--- config.mk ---
export PLATFORM = sky130hd
export DESIGN_NAME = fp_div_seq
export DESIGN_NICKNAME = d
export VERILOG_FILES = /design/src/rtl/fp_pkg.sv /design/src/rtl/fp_classify.sv /design/src/rtl/fp_div_seq.sv
export SDC_FILE = /design/constraint.sdc
export NUM_CORES = 1
export LEC_CHECK = 0
export CAP_MARGIN = 10
export CORE_AREA = 4 4 120 122
export CTS_BUF_LIST = sky130_fd_sc_hd__clkbuf_16
export CTS_CLUSTER_DIAMETER = 120
export DETAILED_ROUTE_END_ITERATION = 10
export DIE_AREA = 0 0 124 126
export PLACE_DENSITY = 0.8
export SYNTH_ARGS = -nofsm -noshare
export SYNTH_HDL_FRONTEND = slang
export SYNTH_SLANG_ARGS = --single-unit
export TNS_END_PERCENT = 1
--- constraint.sdc ---
create_clock -name clk -period 2.25 [get_ports clk]
set_clock_uncertainty 0.2 [all_clocks]
set_input_delay 0.45 -clock clk [delete_from_list [all_inputs] [get_ports clk]]
set_output_delay 0.45 -clock clk [all_outputs]
set_load 0.02 [all_outputs]
--- src/rtl/fp_pkg.sv ---
// Shared IEEE single-precision types, classes, flags and constants for the fp_div sequencer.
package fp_pkg;

    typedef struct packed {
        logic        sign;
        logic [7:0]  exp;
        logic [22:0] man;
    } fp32_t;

    typedef enum logic [2:0] {
        FP_ZERO,
        FP_NORM,
        FP_INF,
        FP_QNAN,
        FP_SNAN
    } fp_class_e;

    typedef struct packed {
        logic nv;
        logic dz;
        logic of;
        logic uf;
        logic nx;
    } fp_flags_t;

    localparam logic [31:0] CANON_NAN = 32'h7FC0_0000;
    localparam int          EXP_BIAS  = 127;
    localparam int          EXP_MAX   = 255;

    function automatic logic [31:0] fp_inf(input logic sign);
        return {sign, 8'hFF, 23'd0};
    endfunction

    function automatic logic [31:0] fp_zero(input logic sign);
        return {sign, 31'd0};
    endfunction

endpackage

--- src/rtl/fp_classify.sv ---
// Combinational operand classifier; subnormals are treated as zero (DAZ).
module fp_classify (
    input  logic [30:0] x_i,
    output logic [2:0]  class_o
);
    import fp_pkg::*;

    fp_class_e cls;

    always_comb begin
        cls = FP_NORM;
        if (x_i[30:23] == 8'h00) begin
            cls = FP_ZERO;
        end else if (x_i[30:23] == 8'hFF) begin
            if (x_i[22:0] == 23'd0) begin
                cls = FP_INF;
            end else if (x_i[22]) begin
                cls = FP_QNAN;
            end else begin
                cls = FP_SNAN;
            end
        end
    end

    assign class_o = cls;

endmodule

--- src/rtl/fp_div_seq.sv ---
// Valid/ready sequencer around the iterative fp_div core: resolves IEEE special cases
// locally, issues normal pairs to the core, and guards the core with a watchdog.
module fp_div_seq #(
    parameter int unsigned TIMEOUT_CYCLES = 64,
    parameter logic [31:0] CANON_NAN      = 32'h7FC0_0000
) (
    input  logic        clk,
    input  logic        reset_n,
    input  logic        in_valid,
    output logic        in_ready,
    input  logic [31:0] a_i,
    input  logic [31:0] b_i,
    output logic        out_valid,
    input  logic        out_ready,
    output logic [31:0] result_o,
    output logic [4:0]  flags_o,
    output logic        timeout_o,
    output logic        div_start_o,
    output logic [31:0] div_a_o,
    output logic [31:0] div_b_o,
    input  logic        div_done_i,
    input  logic [31:0] div_r_i
);
    import fp_pkg::*;

    localparam logic [1:0] StIdle = 2'd0;
    localparam logic [1:0] StBusy = 2'd1;
    localparam logic [1:0] StOut  = 2'd2;

    localparam int unsigned   WdW    = (TIMEOUT_CYCLES > 1) ? $clog2(TIMEOUT_CYCLES) : 1;
    localparam logic [WdW-1:0] WdLast = WdW'(TIMEOUT_CYCLES - 1);

    logic [1:0]     state_q, state_d;
    logic [31:0]    result_q, result_d;
    fp_flags_t      flags_q, flags_d;
    logic           timeout_q, timeout_d;
    logic           start_q, start_d;
    logic [31:0]    div_a_q, div_a_d;
    logic [31:0]    div_b_q, div_b_d;
    logic [WdW-1:0] wdog_q, wdog_d;

    fp32_t     op_a, op_b;
    logic [2:0] cls_a_raw, cls_b_raw;
    fp_class_e cls_a, cls_b;

    assign op_a = a_i;
    assign op_b = b_i;

    fp_classify u_class_a (
        .x_i     (a_i[30:0]),
        .class_o (cls_a_raw)
    );

    fp_classify u_class_b (
        .x_i     (b_i[30:0]),
        .class_o (cls_b_raw)
    );

    assign cls_a = fp_class_e'(cls_a_raw);
    assign cls_b = fp_class_e'(cls_b_raw);

    // Biased quotient exponent; one less when the mantissa quotient falls below 1.0.
    logic       man_lt;
    logic [9:0] exp_est;
    logic       exp_ovf, exp_unf;

    assign man_lt  = op_a.man < op_b.man;
    assign exp_est = {2'b00, op_a.exp} - {2'b00, op_b.exp} + 10'(EXP_BIAS) - {9'd0, man_lt};
    assign exp_ovf = $signed(exp_est) >= $signed(10'(EXP_MAX));
    assign exp_unf = $signed(exp_est) <= 10'sd0;

    logic        a_nan, b_nan, q_sign;
    logic        spec_hit;
    logic [31:0] spec_res;
    fp_flags_t   spec_flags;

    assign a_nan  = (cls_a == FP_QNAN) || (cls_a == FP_SNAN);
    assign b_nan  = (cls_b == FP_QNAN) || (cls_b == FP_SNAN);
    assign q_sign = op_a.sign ^ op_b.sign;

    always_comb begin
        spec_hit   = 1'b1;
        spec_res   = '0;
        spec_flags = '0;
        if (a_nan || b_nan) begin
            spec_res      = CANON_NAN;
            spec_flags.nv = (cls_a == FP_SNAN) || (cls_b == FP_SNAN);
        end else if (((cls_a == FP_ZERO) && (cls_b == FP_ZERO)) ||
                     ((cls_a == FP_INF) && (cls_b == FP_INF))) begin
            spec_res      = CANON_NAN;
            spec_flags.nv = 1'b1;
        end else if (cls_a == FP_INF) begin
            spec_res = fp_inf(q_sign);
        end else if (cls_b == FP_ZERO) begin
            spec_res      = fp_inf(q_sign);
            spec_flags.dz = 1'b1;
        end else if ((cls_a == FP_ZERO) || (cls_b == FP_INF)) begin
            spec_res = fp_zero(q_sign);
        end else if (exp_ovf) begin
            spec_res      = fp_inf(q_sign);
            spec_flags.of = 1'b1;
            spec_flags.nx = 1'b1;
        end else if (exp_unf) begin
            spec_res      = fp_zero(q_sign);
            spec_flags.uf = 1'b1;
            spec_flags.nx = 1'b1;
        end else begin
            spec_hit = 1'b0;
        end
    end

    always_comb begin
        state_d   = state_q;
        result_d  = result_q;
        flags_d   = flags_q;
        timeout_d = timeout_q;
        start_d   = 1'b0;
        div_a_d   = div_a_q;
        div_b_d   = div_b_q;
        wdog_d    = wdog_q;
        case (state_q)
            StIdle: begin
                if (in_valid) begin
                    if (spec_hit) begin
                        result_d = spec_res;
                        flags_d  = spec_flags;
                        state_d  = StOut;
                    end else begin
                        div_a_d = a_i;
                        div_b_d = b_i;
                        start_d = 1'b1;
                        wdog_d  = '0;
                        state_d = StBusy;
                    end
                end
            end
            StBusy: begin
                if (div_done_i) begin
                    result_d   = div_r_i;
                    flags_d    = '0;
                    flags_d.nx = |div_r_i[22:0];
                    state_d    = StOut;
                end else if (wdog_q == WdLast) begin
                    result_d   = CANON_NAN;
                    flags_d    = '0;
                    flags_d.nv = 1'b1;
                    timeout_d  = 1'b1;
                    state_d    = StOut;
                end else begin
                    wdog_d = wdog_q + WdW'(1);
                end
            end
            StOut: begin
                if (out_ready) begin
                    state_d = StIdle;
                end
            end
            default: state_d = StIdle;
        endcase
    end

    always_ff @(posedge clk or negedge reset_n) begin
        if (!reset_n) begin
            state_q   <= StIdle;
            result_q  <= '0;
            flags_q   <= '0;
            timeout_q <= 1'b0;
            start_q   <= 1'b0;
            div_a_q   <= '0;
            div_b_q   <= '0;
            wdog_q    <= '0;
        end else begin
            state_q   <= state_d;
            result_q  <= result_d;
            flags_q   <= flags_d;
            timeout_q <= timeout_d;
            start_q   <= start_d;
            div_a_q   <= div_a_d;
            div_b_q   <= div_b_d;
            wdog_q    <= wdog_d;
        end
    end

    assign in_ready    = (state_q == StIdle);
    assign out_valid   = (state_q == StOut);
    assign result_o    = result_q;
    assign flags_o     = flags_q;
    assign timeout_o   = timeout_q;
    assign div_start_o = start_q;
    assign div_a_o     = div_a_q;
    assign div_b_o     = div_b_q;

endmodule

==> run metrics <==
antenna viol nets, final 0; most common cell after layout, fill and taps aside clkdlybuf4s50_1; critical path class in -> reg; Worst EP required 2330 ps; min Tclk post-route 5200 ps; final setup margin -2950 ps; GRT Total Usage 0.274; Worst Hold Class in -> reg; reg-to-reg critical path startpoint wdog_q[0]$_DFFE_PN0P_; Pleak 4.91 nW; Ant. Diodes 0; worst reg2reg path depth 10; Least-Margin Pin Slew 512 ps; Critical path origin b_i[16]; Max rail drop VDD 0.902 mV; slack of the worst reg-to-reg path 90 ps; Tcrit/Tclk final 2.31; unrepaired setup endpoints after global routing yes; Syn Area/Cell 11.2 sq um; Fill cells 763; initial DRC count 326; Starting Density 0.458; Worst Setup EP result_o[17]$_DFFE_PN0P_; CTS Buf Count 9; TritonCTS clock tree built; RR Endpoint result_o[14]$_DFFE_PN0P_; count of cell types in the netlist 47; initial antenna violation count 0; row count 42; Finished Layout Cells 1072; CTS root buf clkbuf_16; Critical Path Source Type primary input; die width 124 um; ys async rst share 1.00; detailed-placement wirelength estimate 15100 um; Via density 5.53; Core Footprint 13200 sq um; syn nets 682; Ports 206; Synthesis Warnings 0; port bufs 205; die area 15600 sq um; outcome complete, but fails checks; largest net degree at the start of global routing 46; area grow syn2layout 69.7%; layout cells sized above 1 0.345; Hold Crit Depth 2; first-pass GRT wire length 33200 um; most frequent cells in the layout clkdlybuf4s50_1, buf_4, dfrtp_1, inv_1, mux2_4; violated checks setup timing; Wirelength per Cell 21.2 um; Fin Hold WS 181 ps; EDFF count, synth 0; clk_lat worst skew 350 ps; Seq cells post-synth 111; Die H 126 um; vias in the first global route 6534; worst path arrival time 5280 ps; gpl congestion 0.902; placed insts 1038; final hold vios 0; clock sinks 111; Syn Std Cell Area 6040 sq um; Final Max Slew Viols 0; total gr overflow 0; Max Cap Violations 0; post-synthesis sequential area ratio 0.460; CTS H-tree lvls 3; # setup viols final 110; Max-slew headroom 0.656; endpoint class of the critical path register; DR pass1 iterations 5; maximum fanout along the worst path 14; Clk pin slew, worst setup/hold paths 80 ps; via count 5926; DR DRC count 0; fin nets 1033; Highest Clock Rate 0.192 GHz; routed wire length 22700 um; top_reg_cell synth dfrtp_1; PwrDens 1230 nW/um^2; clock buffer depth 2; Synth Instances 540
-- Yosys cell counts, types with 6 or more instances --
master	n	area share
dfrtp_1	111	0.46
mux2_2	70	0.13
inv_1	50	0.031
ha_1	39	0.081
a21oi_1	26	0.022
nand2_1	26	0.016
a22o_1	23	0.033
nor2_1	21	0.013
nor4_1	20	0.021
a21o_1	17	0.021
nand2b_1	15	0.016
o21ai_0	14	0.012
nand4_1	13	0.013
mux2i_1	10	0.017
nor3_1	9	0.0075
buf_6	8	0.015
xor2_1	8	0.012
xnor2_1	7	0.010
clkbuf_1	6	0.0037
-- power by group --
part           internal, mW  switching [mW]  leakage [nW]  total (mW)
Clock                 0.867           0.745         0.149        1.61
Sequential             2.95           0.640          1.38        3.59
Combinational          4.00            3.36          3.38        7.36
Total                  7.82            4.75          4.91        12.6
-- routing by layer --
layer  global-route usage  vias to the layer above  wire, um
met5                    0                        -         0
met4                0.113                        0      1020
met3               0.0735                       81      1980
met2                0.473                      340     11300
met1                0.317                     2850      8440
li1                     -                     2655         -
-- kinds of logic (layout without fill, tap and decap cells) --
| kind of cell | after synthesis | in the layout | synth area share |
|---|---|---|---|
| buffers and inverters | 67 | 423 | 0.0551 |
| muxes | 80 | 80 | 0.147 |
| xor gates and xnor gates | 15 | 15 | 0.0218 |
| AOI/OAI and AO/OA | 99 | 99 | 0.114 |
| adders and majority gates | 41 | 41 | 0.0875 |
| DFF | 111 | 111 | 0.460 |
| and+or+nand+nor | 127 | 127 | 0.114 |
-- registers in the layout, summed over array words and instances (netlist names) --
register,flops
div_b_o,32
state_q,2
flags_o,5
div_a_o,32
result_o,32
timeout_o,1
wdog_q,6
div_start_o,1
-- layout make-up --
type                       instances  area, sq um  share of cell area
multi-input combinational        362         3350               0.327
tap                              176          220              0.0215
clock inverter                     7         68.8             0.00672
sequential                       111         2780               0.271
clock buffer                       9          225              0.0220
inverter                          50          190              0.0186
timing repair buffer             357         3410               0.333
-- stage by stage --
| step | total power [mW] | TNS (ps) | setup WS [ps] | utilization | area [sq um] |
|---|---|---|---|---|---|
| after detailed placement | 9.95 | -374200 | -3480 | 0.704 | 9290 |
| final | 12.6 | -310810 | -2950 | 0.777 | 10200 |
| after global placement | 9.73 | -366020 | -3400 | 0.704 | 9290 |
| after global routing | 13.2 | -322400 | -3060 | 0.777 | 10200 |
| after CTS | 12.0 | -280210 | -2620 | 0.756 | 9970 |
| after floorplan | 6.81 | -279080 | -2610 | - | 6070 |
-- how the worst min path moves through the flow --
stage,from,to,slack (ps)
floorplan,reset_n,div_a_o[0]$_DFFE_PN0P_,-50
global placement,reset_n,result_o[26]$_DFFE_PN0P_,130
detailed placement,reset_n,result_o[26]$_DFFE_PN0P_,130
CTS,b_i[1],div_b_o[1]$_DFFE_PN0P_,240
global route,a_i[7],div_a_o[7]$_DFFE_PN0P_,170
finish,a_i[7],div_a_o[7]$_DFFE_PN0P_,180
-- repair_timing --
item,4_1_cts,5_1_grt
pin swaps,15,28
gates resized for setup,97,90
hold buffers,1,0
cloned,3,2
buffers inserted,10,2
setup endpoints to repair,112,110
endpoints found under the hold margin,12,0
-- worst max-delay path, stage by stage --
cell and delay [ps]:
buf_6 100, inv_2 60, ha_4 200, a21o_1 200, a21o_1 190, a21oi_2 150
nor2b_1 70, o21ai_1 220, nand2b_1 120, a31oi_2 250, o31ai_2 110, ha_2 200
ha_4 170, inv_2 50, fa_2 190, nand2b_4 130, a21oi_4 60, o311a_1 360
or3_4 340, and3_4 160, or4b_4 530, buf_6 150, a31oi_4 240, buf_12 180
buf_12 110, buf_16 130, a22o_1 150
Power figures use the tool's default switching activity.
